<file path="src/rtl/attractor_meter.sv">
// attractor_meter: measures the attractor reached by one gene-network run.
// After start it timestamps the first visit of each 8-bit state; the first
// revisit yields the cycle period, the transient length and the entry state,
// which are held on a valid/ready result port until accepted.
module attractor_meter (
    input  logic       clk,
    input  logic       rst_n,
    input  logic       start,
    input  logic [7:0] init_val,
    input  logic [7:0] x,
    input  logic       x_valid,
    output logic       busy,
    output logic       res_valid,
    input  logic       res_ready,
    output logic [7:0] res_init,
    output logic [8:0] res_period,
    output logic [7:0] res_transient,
    output logic [7:0] res_entry,
    output logic       res_fixed
);

    typedef enum logic [1:0] {
        IDLE   = 2'd0,
        TRACK  = 2'd1,
        REPORT = 2'd2
    } state_t;

    state_t state, next_state;

    logic [255:0] visited;
    logic [7:0]   first_step [0:255];
    logic [8:0]   step;

    logic         hit;          // current sample was already visited
    logic [7:0]   seen_step;    // step at which the current sample was first seen
    logic [8:0]   period_calc;  // distance back to the first visit
    logic         accept;       // a valid sample is taken in TRACK this cycle
    logic         restart;      // start honoured (IDLE or TRACK)
    logic         record;       // first visit: timestamp the state

    // Lookup of the current sample and derived control strobes.
    always_comb begin
        hit         = visited[x];
        seen_step   = first_step[x];
        period_calc = step - {1'b0, seen_step};
        restart     = start && (state != REPORT);
        accept      = (state == TRACK) && x_valid && !start;
        record      = accept && !hit;
    end

    // State register.
    always_ff @(posedge clk or negedge rst_n) begin
        if (!rst_n) begin
            state <= IDLE;
        end else begin
            state <= next_state;
        end
    end

    // Next-state logic and status outputs.
    always_comb begin
        next_state = state;
        busy       = 1'b0;
        res_valid  = 1'b0;
        case (state)
            IDLE: begin
                if (start) begin
                    next_state = TRACK;
                end
            end
            TRACK: begin
                busy = 1'b1;
                // start re-enters TRACK and wins over a same-cycle sample
                if (start) begin
                    next_state = TRACK;
                end else if (x_valid && hit) begin
                    next_state = REPORT;
                end
            end
            REPORT: begin
                busy      = 1'b1;
                res_valid = 1'b1;
                if (res_ready) begin
                    next_state = IDLE;
                end
            end
            default: begin
                next_state = IDLE;
            end
        endcase
    end

    // Visit bookkeeping, step counter and result capture.
    always_ff @(posedge clk or negedge rst_n) begin
        if (!rst_n) begin
            visited       <= '0;
            step          <= '0;
            res_init      <= '0;
            res_period    <= '0;
            res_transient <= '0;
            res_entry     <= '0;
            res_fixed     <= 1'b0;
        end else if (restart) begin
            visited  <= '0;
            step     <= '0;
            res_init <= init_val;
        end else if (accept) begin
            if (!hit) begin
                visited[x] <= 1'b1;
                step       <= step + 9'd1;
            end else begin
                res_period    <= period_calc;
                res_transient <= seen_step;
                res_entry     <= x;
                res_fixed     <= (period_calc == 9'd1);
            end
        end
    end

    // First-visit timestamps; entries are only read when their visited bit is set.
    always_ff @(posedge clk) begin
        if (record) begin
            first_step[x] <= step[7:0];
        end
    end

endmodule

</file>
<file path="config.mk">
export PLATFORM = sky130hd
export DESIGN_NAME = attractor_meter
export DESIGN_NICKNAME = d
export VERILOG_FILES = /design/src/rtl/attractor_meter.sv
export SDC_FILE = /design/constraint.sdc
export NUM_CORES = 2
export LEC_CHECK = 0
export ABC_CLOCK_PERIOD_IN_PS = 6800
export BUFFER_PORTS_ARGS = -buffer_cell sky130_fd_sc_hd__clkbuf_2
export CORE_MARGIN = 2
export CORE_UTILIZATION = 32
export CTS_BUF_LIST = sky130_fd_sc_hd__clkbuf_4
export DETAILED_ROUTE_END_ITERATION = 7
export GPL_ROUTABILITY_DRIVEN = 0
export PLACE_DENSITY = 0.46
export SLEW_MARGIN = 20
export SYNTH_ARGS = -nofsm -noshare
export SYNTH_HDL_FRONTEND = slang
export SYNTH_SLANG_ARGS = --single-unit
</file>
<file path="constraint.sdc">
create_clock -name clk -period 6.8 [get_ports clk]
set_input_delay 0.68 -clock clk [delete_from_list [all_inputs] [get_ports clk]]
set_output_delay 0.68 -clock clk [all_outputs]
set_load 0.05 [all_outputs]
</file>
---- Yosys cells after proc, flatten, opt, wreduce, memory -nomap -nowiden ----
Memories as Yosys holds them, arrays and structs flattened.
Cells that the tools add are included.
word-level totals
  register bits ........................... 301
  memory bits (writable) .................. 2,048
  memories kept ........................... 1
  word-level logic and storage cells ...... 56
  bits of input ports ..................... 21
memories
  name        depth  width  read ports  clocked after Yosys merged registers in  write ports  RTL line  RTL
  first_step  256    8      1           0                                        1            31        logic [7:0] first_step [0:255];
cells by class
  add/sub/neg operators ................... 2
  muxes and demuxes ....................... 19
  reductions and logical operators ........ 14
  equal/unequal tests ..................... 8
  magnitude comparators ................... 2
  bitwise logic cells ..................... 2
operator list
  kind                                                                                 count
  256-bit 2-to-1 mux                                                                   3
  256-bit OR                                                                           1
  9-bit 2-to-1 mux                                                                     3
  9-bit by 1-bit adder with 9-bit output, second input constant                        1
  9-bit by 1-bit == test with 1-bit output, second input constant                      1
  8-bit by 9-bit less-than comparator with 1-bit output, second input constant         1
  9-bit by 8-bit subtractor with 9-bit output                                          1
  1-bit binary-select mux with 8-bit select                                            1
  1-bit demux with 8-bit select                                                        1
  8-bit by 1-bit greater-or-equal comparator with 1-bit output, second input constant  1
  2-bit 2-to-1 mux                                                                     4
  1-bit logical AND                                                                    6
  1-bit 2-to-1 mux                                                                     6
  2-bit inequality test, second input constant                                         3
  2-bit one-hot mux with 3 select lines                                                1
  3-bit AND reduction                                                                  2
  3-bit by 2-bit inequality test with 1-bit output, second input constant              1
  2-bit by 1-bit == test with 1-bit output, second input constant                      1
  2-bit == test, second input constant                                                 1
  1-bit zero test                                                                      2
  2-bit zero test                                                                      1
  2-bit by 1-bit inequality test with 1-bit output, second input constant              1
  2-bit AND reduction                                                                  1
  2-bit nonzero test                                                                   1
  2 further kinds                                                                      2

---- Logic depth before layout (Yosys ltp) ----
  depth in word-level cells ............... 8
  mapped depth ............................ 24
  mapped depth without buffers ............ 18

---- Worst setup path before layout ----
Ideal clock, no wire load.
  kind .................................... register to register
  start point ............................. register step[1]
  end point ............................... register res_fixed
  required time ........................... 6.690 ns
  library setup time ...................... 0.110 ns
  data arrival time ....................... 5.442 ns
  path slack .............................. 1.248 ns
  period minus slack after synthesis ...... 5.552 ns
  stages on the path, launching flop included .. 10
  cell sequence ........................... dfrtp_1 -> ha_1 -> nor2b_1 -> o21ai_0 -> nand2_1 -> nor2_1 -> nor2_1 -> or4_1 -> or4_1 -> o41ai_1
between the ends
  longest elaborated chain between the ends .. 2
ends and longest elaborated chain
  element                                      RTL line  RTL
  start, declared                              32        logic [8:0] step;
  start signal, assigned                       110       step <= step + 9'd1;
  9-bit by 8-bit subtractor with 9-bit output  45        period_calc = step - {1'b0, seen_step};
  9-bit by 1-bit == test with 1-bit output     115       res_fixed <= (period_calc == 9'd1);
  end signal, assigned                         115
  end, declared                                19        output logic res_fixed
Every way passes these cells.
A chain may end at the register's enable or synchronous reset.

---- Worst setup path in the final report ----
  start point ............................. input port x[5]
  end point ............................... register res_fixed
between the ends
  longest elaborated chain between the ends .. 3
  elaborated cells on any way between the ends .. 6
  those cells by class .................... add/sub (1); eq/ne (1); mux (2); reduce/logical (1); memory (1)
ends and longest elaborated chain
  element                                                                               RTL line  RTL
  start, declared                                                                       10        input logic [7:0] x,
  memory read 256 x 8 bit or 1-bit binary-select mux with 8-bit select (tied branches)  --
  9-bit by 8-bit subtractor with 9-bit output or 1-bit 2-to-1 mux (tied branches)       45, 43
  9-bit by 1-bit == test with 1-bit output or 3-bit AND reduction (tied branches)       --
Parallel ways exist; a longest one is shown, timed or not. The select of a mux whose other input is x is not followed.

==> impl_metrics.tcl <==
set metrics [dict create \
    status "completed" \
    worstSetupPathType "in2reg" \
    vias 49400 \
    min_period_ns 5.09 \
    reg2reg_from "first_step[183][3]" \
    setup_tns_ns 0 \
    path_max_fanout 20 \
    endpoint_kind "register" \
    synth_top_area_cell "edfxtp_1" \
    wirelength_um 280000 \
    power_mw 30.7 \
    synth_cells 4322 \
    clk_pin_slew_worst_paths_ns 0.06 \
    max_stage_delay_ns 0.75 \
    overflow 0 \
    holdPathEnd "res_entry[1]" \
    cts_buffer_depth 4 \
    avgRoutedWirePerCell_um 29.4 \
    first_pass_iters 5 \
    antenna_found_initial 22 \
    synth_ff_type "edfxtp_1" \
    drt-initial-drc-count 4903 \
    synthArstFlopShare_pct 12.8 \
    hold_depth 3 \
    netlist.area_leader.share_pct 66.6 \
    finalCritPeriodShare_pct 74.9 \
    slowest_stage "a32oi_1" \
    cts_tree "yes" \
    tightest_slew_ns 1.09 \
    crit_arrival_ns 6.27 \
    finalHoldViolCount 0 \
    ys_seq_area_share_pct 74.7 \
    ant_nets 0 \
    synth_top_cells_by_area "edfxtp_1 (67%), mux4_2 (17%), dfrtp_1 (8.2%), o21a_1 (2.0%), nor3_1 (1.4%)" \
    rows 197 \
    required_ns 7.98 \
    synthesis.area_um2 92400 \
    design.core.area_um2 288000 \
    grt_pass1_vias 51600 \
    min_from "x[1]" \
    finalSetupViolCount 0 \
    grt_pass1_wl_um 396000 \
    cts_buffers 627 \
    maxSlewViolCount 0 \
    root_buffer "clkbuf_4" \
    clk_latency_ns 1.37 \
    fillers 26400 \
    ys_ff_latch 2349 \
    dp_cells 8353 \
    worstSetupStartpointType "input port" \
    ios 57 \
    htreeDepth 6 \
    finalNonFillerCells 9528 \
    fmax_mhz 196 \
    drive_above_1_share_pct 40.6 \
    cts_resized 0 \
    rsz0062_at_grt "false" \
    maxSlewHeadroom_pct 27.3 \
    hp-class "in2reg" \
    clkSinkCount 2349 \
    avgSynthCellArea_um2 21.4 \
    grt_max_degree 205 \
    yosysMostFrequentCell "edfxtp_1" \
    dpl.hpwl_um 173000 \
    fin_skew_ns 0.131 \
    initial_core_util_pct 32.1 \
    remaining_drc_errors 0 \
    grtUsageTotal_pct 19.0 \
    yosysWarnings 0 \
    reg2reg_to "res_fixed" \
    nNetsFinal 5270 \
    worstPathBufferInverterCount 4 \
    dieArea_um2 293000 \
    reg2regPathDepth 12 \
    p_per_area_nw_per_um2 281 \
    io_buffers 56 \
    cellLeakagePower_nw 38.9 \
    synthDistinctLibCells 68 \
    vias_per_cell 5.18 \
    syn_nets 4356 \
    regToRegSetupSlack_ns 1.81 \
    synth_commonest_cells "edfxtp_1 (2048), mux4_2 (688), dfrtp_1 (301)" \
    fp.dieW_um 541 \
    cap_viol_max_count 0 \
    vdd_drop_max_mv 0.312 \
    critical-path-top-delay-family "simple AND/OR/NAND/NOR gates" \
    syn2layout_area_growth_pct 18.1 \
    synth_edf_count 2048 \
    die_h_um 541 \
    path_cells "dlygate4sd3_1 -> buf_4 -> buf_4 -> nor2_2 -> nand2_1 -> inv_1 -> a32oi_1 -> nand3_1 -> nor4_2 -> ha_1 -> a21oi_1 -> o21ai_0 -> a21oi_1 -> xnor2_1 -> or4_1 -> o41ai_1" \
]
[cells in the final DEF, fill, tap and decap left out, types with 9 or more instances in the layout]
| cell type | instances |
|---|---|
| a21oi_1 | 16 |
| a22oi_1 | 36 |
| a31oi_1 | 9 |
| buf_12 | 36 |
| buf_4 | 445 |
| bufinv_16 | 18 |
| clkbuf_2 | 50 |
| clkbuf_4 | 972 |
| clkinv_1 | 96 |
| clkinv_2 | 14 |
| clkinv_4 | 10 |
| clkinvlp_4 | 9 |
| dfrtp_1 | 293 |
| dlygate4sd3_1 | 32 |
| edfxtp_1 | 2048 |
| ha_1 | 12 |
| inv_1 | 14 |
| inv_2 | 12 |
| mux2_2 | 24 |
| mux2i_1 | 29 |
| mux4_2 | 688 |
| nand2_1 | 102 |
| nand2_2 | 12 |
| nand3_1 | 21 |
| nor2_1 | 31 |
| nor2b_1 | 10 |
| nor3_1 | 257 |
| o21a_1 | 248 |
| o21ai_0 | 32 |
[state kept, by name, indices dropped and copies added, names as in the netlist]
name           count
res_entry          8
res_fixed          1
step               9
first_step      2048
res_period         9
state              2
res_init           8
visited          256
res_transient      8
[worst min-delay path: stages]
cell and delay [ns]:
buf_8 0.21, buf_12 0.26, mux2_2 0.28
[layer usage]
metal	global-route usage, %	wire [um]	vias to the layer above
met1	26.4	123000	26700
li1	-	-	20500
met4	5.96	7850	4
met5	0	23	-
met3	3.92	17200	420
met2	29.9	132000	1765
[layout make-up]
class	instances	area (um2)	area share, %
Sequential cell	2349	69100	63.3
Multi-Input combinational cell	1671	21900	20.1
Clock buffer	972	7300	6.69
Timing Repair Buffer	571	4790	4.39
Tap cell	3781	4730	4.34
Clock inverter	160	1190	1.09
Inverter	16	60.1	0.0551
Antenna cell	8	20.0	0.0184
[stage by stage]
step	hold WS [ns]	setup WS [ns]	utilization (%)	instance area, um2
after global placement	0.456	0.374	34.8	100000
after global routing	0.0951	1.63	37.9	109000
final	0.155	1.71	37.9	109000
after floorplan	0.384	1.25	-	92400
after detailed placement	0.463	0.398	34.8	100000
after CTS	0.0427	1.73	37.9	109000
[where the power goes]
part | switching, mW | internal, mW
sequential | 0.118 | 15.7
clock | 5.93 | 7.20
combinational | 1.26 | 0.491
total | 7.30 | 23.4
[kinds of logic (layout without fill, tap and decap cells)]
| family | after synthesis | after routing | share of synthesized area, % |
|---|---|---|---|
| adders and majority gates | 13 | 13 | 0.184 |
| DFF | 2349 | 2349 | 74.7 |
| xor gates and xnor gates | 6 | 6 | 0.0569 |
| muxes | 746 | 746 | 17.5 |
| buffers and inverters | 302 | 1719 | 1.65 |
| other | 0 | 8 | 0 |
| AOI/OAI and AO/OA | 420 | 420 | 3.34 |
| and+or+nand+nor | 486 | 486 | 2.53 |
[how the worst max path moves through the flow]
| stage | startpoint | endpoint | cells past startpoint |
|---|---|---|---|
| global placement | x[0] | res_fixed | 15 |
| CTS | first_step[191][3] | res_fixed | 12 |
| floorplan | step[1] | res_fixed | 9 |
| global route | first_step[15][1] | res_fixed | 16 |
| detailed placement | x[0] | res_fixed | 15 |
| finish | x[5] | res_fixed | 16 |
[timing repair]
item / in CTS / in global routing
hold buffers: 33 / 0
setup buffers: 0 / 0
hold endpoints to repair: 262 / 0
Note: power is estimated with default switching activity, not from simulation.
